===== config.mk =====
export PLATFORM = sky130hd
export DESIGN_NAME = demux8_scan_ctrl
export DESIGN_NICKNAME = d
export VERILOG_FILES = /design/src/rtl/demux_ctrl_pkg.sv /design/src/rtl/tick_gen.sv /design/src/rtl/demux8_scan_ctrl.sv
export SDC_FILE = /design/constraint.sdc
export NUM_CORES = 1
export LEC_CHECK = 0
export ABC_AREA = 1
export CORE_MARGIN = 4
export CORE_UTILIZATION = 60
export DETAILED_ROUTE_END_ITERATION = 6
export GPL_TIMING_DRIVEN = 0
export PLACE_DENSITY = 0.9
export SETUP_SLACK_MARGIN = 0.05
export SYNTH_ARGS = -nofsm -noshare
export SYNTH_HDL_FRONTEND = slang
export SYNTH_SLANG_ARGS = --single-unit
export TNS_END_PERCENT = 50

===== constraint.sdc =====
create_clock -name CLOCK_50 -period 3.65 [get_ports CLOCK_50]
set_input_delay 0.73 -clock CLOCK_50 [delete_from_list [all_inputs] [get_ports CLOCK_50]]
set_output_delay 0.73 -clock CLOCK_50 [all_outputs]
set_load 0.005 [all_outputs]

===== src/rtl/demux_ctrl_pkg.sv =====
// Shared definitions for the 1-to-8 demux scan controller.
//   state_t    : sequencer states (IDLE, RUN, DONE)
//   OUT_N      : number of demux outputs (fixed at 8)
//   SEL_W      : select width, log2(OUT_N)
//   SEL_FIRST  : first select of an up-count sweep
//   SEL_LAST   : last select of an up-count sweep
//   onehot()   : select value to one-hot LED word
package demux_ctrl_pkg;

  localparam int OUT_N = 8;
  localparam int SEL_W = 3;

  localparam logic [SEL_W-1:0] SEL_FIRST = SEL_W'(0);
  localparam logic [SEL_W-1:0] SEL_LAST  = SEL_W'(OUT_N - 1);

  typedef enum logic [1:0] {
    IDLE = 2'd0,
    RUN  = 2'd1,
    DONE = 2'd2
  } state_t;

  function automatic logic [OUT_N-1:0] onehot(input logic [SEL_W-1:0] s);
    logic [OUT_N-1:0] r;
    r    = '0;
    r[s] = 1'b1;
    return r;
  endfunction

endpackage


===== src/rtl/tick_gen.sv =====
// Prescaler producing one tick every DIV cycles of CLOCK_50.
//   CLOCK_50 : system clock
//   RESET_N  : asynchronous active-low reset
//   clr      : synchronous clear of the count (wins over en)
//   en       : count enable; the count is held at 0 while low
//   tick     : high during the last cycle (count == DIV-1) of each period
// DIV must be >= 2 and DIV_W wide enough to hold DIV-1.
module tick_gen #(
  parameter int DIV   = 25000000,
  parameter int DIV_W = 25
) (
  input  logic CLOCK_50,
  input  logic RESET_N,
  input  logic clr,
  input  logic en,
  output logic tick
);

  localparam logic [DIV_W-1:0] CNT_MAX = DIV_W'(DIV - 1);

  logic [DIV_W-1:0] cnt_q;

  always_ff @(posedge CLOCK_50 or negedge RESET_N) begin
    if (!RESET_N) begin
      cnt_q <= '0;
    end else if (clr || !en) begin
      cnt_q <= '0;
    end else if (cnt_q == CNT_MAX) begin
      cnt_q <= '0;
    end else begin
      cnt_q <= cnt_q + DIV_W'(1);
    end
  end

  // A cleared cycle never ticks, so a stop in the same cycle suppresses the step.
  assign tick = en & ~clr & (cnt_q == CNT_MAX);

endmodule


===== src/rtl/demux8_scan_ctrl.sv =====
// Scan sequencer for the 1-to-8 demultiplexer datapath.
// Steps the demux select through 0..7 (one step per DIV clocks), drives the
// active-low demux enable and a registered, data-gated one-hot LED word.
//   CLOCK_50 : system clock
//   RESET_N  : asynchronous active-low reset
//   start    : level; begins a scan from IDLE (ignored if stop is high)
//   stop     : level; aborts a scan, priority over a step
//   mode     : 0 = continuous scan, 1 = single sweep (sampled on each step)
//   data     : demux data input, gates LEDR
//   dir      : (SCAN_DIR_EN builds only) 1 = count down from 7, sampled at start
//   sel      : current demux select
//   en_n     : active-low demux enable, low only in RUN
//   LEDR     : registered one-hot demux output, one cycle behind sel
//   busy     : high in RUN
//   done     : one-cycle pulse at the end of a single sweep
// Optional feature macro: SCAN_DIR_EN (adds the dir port and down-counting).
module demux8_scan_ctrl
  import demux_ctrl_pkg::*;
#(
  parameter int DIV   = 25000000,
  parameter int DIV_W = 25
) (
  input  logic             CLOCK_50,
  input  logic             RESET_N,
  input  logic             start,
  input  logic             stop,
  input  logic             mode,
  input  logic             data,
`ifdef SCAN_DIR_EN
  input  logic             dir,
`endif
  output logic [SEL_W-1:0] sel,
  output logic             en_n,
  output logic [OUT_N-1:0] LEDR,
  output logic             busy,
  output logic             done
);

  state_t           state_q, state_d;
  logic [SEL_W-1:0] sel_q, sel_d;
  logic             down_q, down_d;
  logic [SEL_W-1:0] sel_end;
  logic             run;
  logic             tick;
  logic [OUT_N-1:0] ledr_p0;

  assign run = (state_q == RUN);

  tick_gen #(
    .DIV   (DIV),
    .DIV_W (DIV_W)
  ) u_tick_gen (
    .CLOCK_50 (CLOCK_50),
    .RESET_N  (RESET_N),
    .clr      (~run | stop),
    .en       (run),
    .tick     (tick)
  );

  // The sweep ends on the step taken from the last select in the scan direction.
  assign sel_end = down_q ? SEL_FIRST : SEL_LAST;

  always_ff @(posedge CLOCK_50 or negedge RESET_N) begin
    if (!RESET_N) begin
      state_q <= IDLE;
      sel_q   <= SEL_FIRST;
      down_q  <= 1'b0;
    end else begin
      state_q <= state_d;
      sel_q   <= sel_d;
      down_q  <= down_d;
    end
  end

  always_comb begin
    state_d = state_q;
    sel_d   = sel_q;
    down_d  = down_q;
    case (state_q)
      IDLE: begin
        sel_d = SEL_FIRST;
        if (start && !stop) begin
          state_d = RUN;
`ifdef SCAN_DIR_EN
          down_d  = dir;
          sel_d   = dir ? SEL_LAST : SEL_FIRST;
`else
          down_d  = 1'b0;
`endif
        end
      end
      RUN: begin
        if (stop) begin
          state_d = IDLE;
          sel_d   = SEL_FIRST;
        end else if (tick) begin
          if (mode && (sel_q == sel_end)) begin
            state_d = DONE;
            sel_d   = SEL_FIRST;
          end else if (down_q) begin
            sel_d = sel_q - SEL_W'(1);
          end else begin
            sel_d = sel_q + SEL_W'(1);
          end
        end
      end
      DONE: begin
        state_d = IDLE;
        sel_d   = SEL_FIRST;
      end
      default: begin
        state_d = IDLE;
        sel_d   = SEL_FIRST;
      end
    endcase
  end

  // ---- stage p0: LED register, one cycle behind state/sel ----
  always_ff @(posedge CLOCK_50 or negedge RESET_N) begin
    if (!RESET_N) begin
      ledr_p0 <= '0;
    end else begin
      ledr_p0 <= (run && data) ? onehot(sel_q) : '0;
    end
  end

  assign sel  = sel_q;
  assign en_n = ~run;
  assign busy = run;
  assign done = (state_q == DONE);
  assign LEDR = ledr_p0;

endmodule


# After elaboration in Yosys (flattened, before gate mapping)
# Cells that the tools add are included.
[classes] addsub=2 bitwise=5 order_cmp=2 muxes=14 eq_ne=7 reduce_logical=9
[ops] operator="two-way mux 25 bit" n=2
[ops] operator="adder 25 x 1 -> 25 bit, second input constant" n=1
[ops] operator="== test 25 bit, second input constant" n=1
[ops] operator="two-way mux 3 bit" n=4
[ops] operator="two-way mux 2 bit" n=4
[ops] operator="two-way mux 8 bit" n=1
[ops] operator="inequality test 3 x 2 -> 1 bit, second input constant" n=2
[ops] operator="logical AND 1 bit" n=4
[ops] operator="less-than comparator 3 x 4 -> 1 bit, second input constant" n=1
[ops] operator="case mux 2 bit (2 select lines)" n=1
[ops] operator="adder 3 x 1 -> 3 bit, second input constant" n=1
[ops] operator="demux 1 bit (select 3 bit)" n=1
[ops] operator="== test 3 bit, second input constant" n=1
[ops] operator="greater-or-equal comparator 3 x 1 -> 1 bit, second input constant" n=1
[ops] operator="AND reduction 3 bit" n=1
[ops] operator="bitwise AND 1 bit" n=2
[ops] operator="== test 2 x 1 -> 1 bit, second input constant" n=1
[ops] operator="== test 2 bit, second input constant" n=1
[ops] operator="logical NOT 1 bit" n=2
[ops] operator="logical NOT 2 bit" n=1
[ops] operator="inequality test 2 bit, second input constant" n=1
[ops] operator="NOT 1 bit" n=2
[ops] operator="logical OR 1 bit" n=1
[ops] operator="two-way mux 1 bit" n=1
[ops] operator="bitwise OR 1 bit" n=1
[word_totals] in_bits=6 regBits=38

# Longest topological paths before layout
# Gate-level depths: netlist of the first run.
[logic_depth] depth_word=9 depth_mapped=10 ltp_nobuf=10

# Hierarchy
# A second synthesis of the first run with hierarchy kept.
[unflattened] cells_unflattened=258 area_unflattened_um2=2043.2
[by_module_without_submodules] module="tick_gen" seq_area_each_um2=625.6 area_each_um2=1452.6 n_inst=1 cells_per_inst=192
[by_module_without_submodules] module="demux8_scan_ctrl" seq_area_each_um2=325.3 area_each_um2=590.6 n_inst=1 cells_per_inst=66

# Worst setup path before layout of the first run
# Ideal clock, no wire load.
[synth_timing] kind="register to register" startpoint="reg u_tick_gen.cnt_q[0]" endpoint="reg u_tick_gen.cnt_q[18]" stages_incl_launch_ff=10 t_arrival_ns=1.244 synth_period_minus_slack_ns=1.361 setup_time_ns=0.117 slack_ns=2.289 path_buffers=0 path_cell_list="dfrtp_1 -> ha_1 -> nand2_2 -> nor2_8 -> nand2_2 -> nor2_4 -> and2_1 -> nand2_1 -> nand2_1 -> nor2_1"
[synth_via] elab_chain_len=3 elab_cells_between_ends=4 classes_between="1 x add/sub; 1 x eq/ne; 2 x mux"
[synth_lines] item="from (decl)" line="tick_gen.sv:21" source="logic [DIV_W-1:0] cnt_q;"
[synth_lines] item="from (signal assigned)" line="tick_gen.sv:31" source="cnt_q <= cnt_q + DIV_W'(1);"
[synth_lines] item="adder 25 x 1 -> 25 bit or == test 25 bit (tied branches)" line="tick_gen.sv:31, tick_gen.sv:28"
[synth_lines] item="two-way mux 25 bit (*)" line="tick_gen.sv:28" source="end else if (cnt_q == CNT_MAX) begin"
[synth_lines] item="two-way mux 25 bit (*)" line="tick_gen.sv:26" source="end else if (clr || !en) begin"
# Every way passes the cells marked *; elsewhere a longest branch is shown, timed or not.
# A chain may end at the register's enable or synchronous reset.

# Worst setup path after layout of the first run
[layout_timing] startpoint="reg state_q[0]" endpoint="out en_n"
[layout_via] elab_chain_len=2
[layout_lines] item="from (decl)" line="demux8_scan_ctrl.sv:39" source="state_t state_q, state_d;"
[layout_lines] item="from (signal assigned)" line="demux8_scan_ctrl.sv:69" source="state_q <= state_d;"
[layout_lines] item="== test 2 x 1 -> 1 bit" line="demux8_scan_ctrl.sv:47" source="assign run = (state_q == RUN);"
[layout_lines] item="NOT 1 bit" line="demux8_scan_ctrl.sv:128" source="assign en_n = ~run;"
[layout_lines] item="to (decl)" line="demux8_scan_ctrl.sv:33" source="output logic en_n,"
# Every way passes these cells.

==> summary.txt, run 1 <==
Status
  • Status: complete, no violations

Power
  • Max VDD drop: 0.370 mV
  • Leak: 1.10 nW
  • Power Density: 393 nW/um2

Logic synthesis
  • Yosys warning count: 0
  • Area contributors post-synth: dfrtp_1, nand2_1, nor2_1
  • Synthesized area per cell: ~7.9 um2
  • Post-synthesis simple-gate area fraction: 40.0%
  • Synth unique cells: 24
  • Adder-cell share of the synthesized area: about 1.8%
  • Compound-Gate Fraction of Synth Area: just under 3%
  • Mapped Cells: 263
  • Seq/Total Area, Yosys: a little under half
  • Synthesized cell area: 2080 um2
  • Flops & latches, synth: 38
  • Mux share of post-synthesis cell area: 0%
  • Cell taking the most area after synthesis: dfrtp_1
  • Post-synth top area share: a little under half
  • Largest family of logic cells by synthesized area: simple AND/OR/NAND/NOR gates
  • XOR/XNOR Fraction of Synth Area: under 10%
  • Syn nets: about 270

Setup path
  • Worst EP required: between 2 and 3 ns
  • Cell mode on critical path: inv_2
  • Element type at the critical path end: output pin
  • CP max stage cell: clkdlybuf4s50_1
  • WP data arrival: about 1.5 ns
  • CP Launch Type: flip-flop
  • Crit path max fanout: 3
  • CP cell instances: inv_2 > nor2_4 > inv_2 > clkdlybuf4s50_1
  • CP Class: reg -> out
  • Critical Path Max Stage Delay: about 0.52 ns

Clocking
  • CTS tree: built
  • Clock Tree Buf Depth: 2
  • # clock sinks: 38
  • Cts hold-fix bufs: 0
  • Root buffer cell: clkbuf_4
  • Number of H-tree levels: 2
  • Post_cts resized: 0
  • Clock Latency Late Sink: approximately 0.36 ns
  • CTS Buf Count: 5
  • Setup bufs post-CTS: 0
  • Clock-pin slew on the worst setup and hold paths: 0.12 ns

Detailed routing
  • WL final: 3950 um
  • Vias post-DR: about 1700
  • 1st-pass router iterations: 4
  • DRC viols: 0
  • Drt via density: between 5 and 6
  • Routed WL per cell: around 12 um
  • Initial DRC count: between 100 and 150
  • Post-route ant nets: 0

Die
  • Die W: 66.8 um
  • # IOs: 20
  • Die Ht: between 60 and 70 um
  • Starting Density: roughly 62%
  • Row Count: 21
  • Core Box Area: around 3300 um2
  • Die ar.: about 4500 um2

Global route
  • Global Route Usage Sum: between 20% and 30%
  • First-pass GRT wire length: around 7000 um
  • Pin count of the biggest net entering global routing: 39
  • Vias in the first global route: 1619
  • Initial antenna violation count: 0
  • Total gr overflow: 0

Timing
  • Pins over their slew limit: 0
  • Slew @ Worst Pin: between 0.8 and 0.9 ns
  • Final setup viols: 0
  • RSZ-0062 raised after global routing: no
  • Slew Limit Headroom: between 40 and 50%
  • Final critical-path required period: between 2 and 2.5 ns
  • Setup TNS Final: 0 ns
  • Clock skew: approximately 0.012 ns
  • Fmax achieved: approximately 450 MHz
  • Period utilization: roughly 60%
  • Final Hold Fails: 0

Place
  • PortBufs: 19
  • Post-DP HPWL: ~3000 um
  • Post-Place Cells: 328
  • Gp weighted congestion: 0.902

Worst hold path
  • Hold WC Path Type: in -> async

Final layout
  • Nets@finish: ~300
  • Finished Layout Cells: between 300 and 400
  • Inserted Diodes: 0
  • Area Overhead vs Synth: 15.7%
  • Share of layout cells above drive strength 1: roughly 12%

Run
  • Max Cap Viol: 0
==> metal layers <==
metal	up-vias	global-route usage, %	share of wire [%]
li1	858	-	-
met1	790	27.1	46
met2	26	35.0	50
met3	7	4.05	2.5
met4	0	7.61	1.8
met5	-	0	0
==> cells by family (layout without fill, tap and decap cells) <==
logic type	Yosys count	in the layout
AND/OR/NAND/NOR	174	174
flip-flops	38	38
buffers and inverters	31	58
AO/OA/AOI/OAI	10	10
XOR/XNOR	7	7
adder cells (fa/ha/maj)	3	3
==> flip-flops by register name, summed over array words and instances, names as in the netlist <==
signal / count
state_q: 2
u_tick_gen.cnt_q: 25
sel: 3
LEDR: 8
==> layout make-up <==
type | count | area [um2]
timing repair buffer | 19 | 185
inverter | 30 | 115
tap | 46 | 57.6
sequential | 38 | 951
multi-input combinational | 194 | 991
clock inverter | 3 | 45.0
fill | 271 | 935
buffer | 1 | 20.0
clock buffer | 5 | 37.5
==> Yosys cell counts <==
cell type,n
xor2_1,3
buf_12,1
nand2_1,64
nor2_8,3
inv_2,3
o21ai_0,4
inv_1,26
nor2_4,4
and2_1,2
nand3_2,1
nand4_1,2
a21oi_4,1
nor2_2,3
dfrtp_1,38
nand2_4,3
nand3_1,10
nand2_2,7
ha_1,3
a21oi_1,5
nor2_1,63
inv_4,1
xnor2_1,4
nor3b_1,3
nor3_1,9
==> path summary, 6_finish.rpt <==
check	from	endpoint	slack (ns)	cells after the start
worst max-delay path	state_q[0]	en_n	1.41	4
worst min-delay path	RESET_N	u_tick_gen.cnt_q[12]	0.46	1
worst max register to register	u_tick_gen.cnt_q[0]	u_tick_gen.cnt_q[18]	2.13	9
worst min register to register	u_tick_gen.cnt_q[0]	u_tick_gen.cnt_q[0]	0.46	1
max in group asynchronous	RESET_N	state_q[1]	2.67	1
min in group CLOCK_50	u_tick_gen.cnt_q[0]	u_tick_gen.cnt_q[0]	0.46	1
==> worst max-delay path, delay by kind of cell (launching register included) <==
family	cells	cell delay [ns]
flops	1	0.42
buf+inv	3	0.71
simple gates	1	0.04
==> cells in the final DEF, fill, tap and decap left out <==
cell,count
dfrtp_1,38
o21ai_0,4
ha_1,3
nor3b_1,3
buf_12,1
nand3_2,1
a21oi_4,1
buf_2,1
inv_4,1
nor3_1,9
nor2_2,3
inv_2,3
nand2_2,7
nor2_8,3
nand2_1,64
nor2_1,63
clkdlybuf4s50_1,18
nand2_4,3
clkinvlp_4,2
xnor2_1,4
clkbuf_4,5
nand3_1,10
xor2_1,3
and2_1,2
bufinv_16,1
nor2_4,4
a21oi_1,5
inv_1,26
nand4_1,2
==> power breakdown <==
part | leakage, nW | internal, mW | switching (mW)
clock | 0.0374 | 0.144 | 0.150
sequential | 0.527 | 0.437 | 0.0118
combinational | 0.533 | 0.0843 | 0.116
total | 1.10 | 0.665 | 0.278
==> per-stage QoR <==
| stage | hold slack (ns) | instance area, um2 | setup WS (ns) | util [%] | power, mW |
|---|---|---|---|---|---|
| 2_1_floorplan | 0.429 | 2080 | 2.29 | - | 0.588 |
| 5_1_grt | 0.506 | 2400 | 1.35 | 72.0 | 0.989 |
| 6_report | 0.457 | 2400 | 1.41 | 72.0 | 0.943 |
| 3_5_place_dp | 0.451 | 2320 | 1.60 | 69.5 | 0.661 |
| 4_1_cts | 0.467 | 2400 | 1.39 | 72.0 | 0.955 |
| 3_3_place_gp | 0.444 | 2320 | 1.01 | 69.7 | 0.659 |
(Power assumes the default switching activity.)
==> run 2: changes to the inputs <==
Settings changed: CORE_UTILIZATION 60 to 51, PLACE_DENSITY 0.9 to 0.82.
Clock period 3.65 ns to 1.8 ns, I/O delays scaled along.
==> summary.txt, run 2 (synthesis gave the netlist of run 1 again) <==
Status
  • Status: complete, no violations

Setup path
  • CP cell instances: clkdlybuf4s50_1
  • Setup crit start: sel[1]
  • CP Launch Type: flip-flop
  • Depth of the most critical reg-to-reg path: 9 (unchanged)
  • Crit-path leading delay family: buffers and inverters
  • CP endpoint: sel[1]
  • Critical Path Max Stage Delay: 0.55 ns (+0.03 ns)
  • Critical path buffer and inverter count: 1 (-2)
  • CP Depth: 1 (-3)
  • R2r setup slk: 0.27 ns (-1.86 ns)
  • CP max stage cell: clkdlybuf4s50_1
  • Reg-to-reg endpoint: u_tick_gen.cnt_q[18]
  • Reg2reg start: u_tick_gen.cnt_q[0]
  • Element type at the critical path end: output pin
  • Worst EP required: 1.44 ns (-1.48 ns)
  • WP data arrival: 1.30 ns (-0.21 ns)
  • Crit path max fanout: 7 (+4)
  • CP Class: reg -> out

Power
  • Seq pwr share: 47.9% (+0.3 points)
  • Max VDD drop: 0.665 mV (+80%)
  • Comb power frac: 20.8% (-0.4 points)
  • Clock network power share: 31.4% (+0.3 points)
  • Sw Share: 29.0% (-0.47 points)
  • Leak: 1.14 nW (+3.6%)
  • Pwr Total: 1.91 mW (+100%)
  • Power Density: 787 nW/um2 (+100%)
  • Switching pwr: 553 uW (+99%)
  • Int Power: 1.35 mW (+100%)

Timing
  • Clock skew: 0.00439 ns (-0.00741 ns)
  • Final setup viols: 0 (unchanged)
  • Final critical-path required period: approximately 1.7 ns
  • Slew Limit Headroom: 46.5% (+1.7 points)
  • Fmax achieved: a little over 600 MHz
  • Slew @ Worst Pin: 0.803 ns (-0.0262 ns)
  • Hold_ws: 0.157 ns (-0.300 ns)
  • RSZ-0062 raised after global routing: no
  • Final Hold Fails: 0 (unchanged)
  • Pins over their slew limit: 0 (unchanged)
  • Final setup margin: 0.143 ns (-1.27 ns)
  • Period utilization: about 92%

Die
  • Row Count: 22 (+4.8%)
  • Die W: 71.8 um (+7.5%)
  • Starting Density: 54.7% (-7.6 points)
  • Die ar.: 5160 um2 (+15%)
  • Core Box Area: 3800 um2 (+14%)
  • Die Ht: 71.8 um (+7.5%)
  • # IOs: 20 (unchanged)

Clocking
  • # clock sinks: 38 (unchanged)
  • Number of H-tree levels: 2 (unchanged)
  • CTS tree: built
  • Root buffer cell: clkbuf_8
  • Clock Latency Late Sink: 0.28 ns (-0.08 ns)
  • CTS Buf Count: 5 (unchanged)
  • Clock Tree Buf Depth: 2 (unchanged)
  • Clock-pin slew on the worst setup and hold paths: 0.07 ns (-0.05 ns)
  • Cts hold-fix bufs: 0 (unchanged)

Final layout
  • Final Core Density: 63.8% (-8.2 points)
  • Nets@finish: 298 (unchanged)
  • Area Overhead vs Synth: 16.7%
  • FILL cells: 337 (+24%)
  • Share of layout cells above drive strength 1: 12.4% (unchanged)
  • Max reg flops: 25 (unchanged)
  • Commonest non-fill, non-tap cells in the layout: nand2_1, nor2_1, dfrtp_1, inv_1, clkdlybuf4s50_1
  • Inserted Diodes: 0 (unchanged)
  • Largest register by flop count: u_tick_gen.cnt_q
  • Most common cell after layout, fill and taps aside: nand2_1

Run
  • Max Cap Viol: 0 (unchanged)

Global route
  • Global Route Usage Sum: 16.9% (-4.2 points)
  • Vias in the first global route: 1642 (+1.4%)
  • Pin count of the biggest net entering global routing: 39 (unchanged)
  • First-pass GRT wire length: 6920 um (-2.3%)
  • Initial antenna violation count: 0 (unchanged)
  • Total gr overflow: 0 (unchanged)

Detailed routing
  • DRC viols: 0 (unchanged)
  • WL met1: 1810 um (+0.50%)
  • Drt via density: 4.89 (-2.2%)
  • Metal2 WL: 1790 um (-9.5%)
  • Post-route ant nets: 0 (unchanged)
  • Vias post-DR: 1654 (-1.6%)
  • Met3 routed WL: 192 um (+94%)
  • Routed WL per cell: 11.4 um (-2.9%)
  • 1st-pass router iterations: 4 (unchanged)
  • Top Metal Used: met4
  • WL final: 3860 um (-2.3%)
  • Initial DRC count: 112 (+9.8%)

Place
  • Setup WS pre-CTS: 0.114 ns (-1.48 ns)
  • Gp weighted congestion: 0.858 (-4.9%)
  • Post-DP HPWL: 3020 um (+1.3%)
  • PortBufs: 19 (unchanged)

Worst hold path
  • Hold WC Path Type: in -> async
-- run 2: area by class of cell --
class	count	area, um2	area share (%)
buffer	1	20.0	0.826
clock buffer	6	82.6	3.41
clock inverter	2	12.5	0.516
inverter	30	118	4.85
multi-input combinational	194	991	40.9
sequential	38	951	39.2
tap	48	60.1	2.48
timing repair buffer	19	189	7.80
-- run 2: worst register-to-register path: cells and delay by family (launching register included) --
kind / cells / cell delay, ns
fa+ha+maj: 1 / 0.20
flops: 1 / 0.38
simple gates: 8 / 0.84
-- run 2: power groups by stage --
stage	clock network, mW	logic, mW	registers, mW
CTS	0.618	0.414	0.913
global route	0.654	0.442	0.914
finish	0.598	0.396	0.914
detailed placement	0	0.414	0.929
global placement	0	0.406	0.928
floorplan	0	0.266	0.925
-- run 2: metrics by stage --
stage               cells  TNS, ns  area (um2)
floorplan             263        0        2080
global placement      330   -19.51        2330
finish                338        0        2420
detailed placement    330        0        2320
global route          338        0        2420
CTS                   338        0        2420
-- run 2: repair_timing --
item | in CTS | in global routing
setup endpoints to repair | 2 | 2
buffers inserted | 0 | 0
resized for setup | 2 | 2
-- run 2: how the worst min path moves through the flow --
stage / startpoint / end / slack, ns / cells past startpoint
CTS: RESET_N / u_tick_gen.cnt_q[5] / 0.19 / 1
finish: RESET_N / u_tick_gen.cnt_q[13] / 0.16 / 1
detailed placement: u_tick_gen.cnt_q[0] / u_tick_gen.cnt_q[0] / 0.45 / 1
global route: RESET_N / u_tick_gen.cnt_q[5] / 0.23 / 1
global placement: u_tick_gen.cnt_q[0] / u_tick_gen.cnt_q[0] / 0.44 / 1
floorplan: RESET_N / LEDR[0] / 0.06 / 0
-- run 2: routing by layer --
layer,up-vias,global-route usage [%]
li1,859,-
met1,748,21.9
met2,36,26.3
met3,11,4.49
met4,0,7.52
met5,-,0
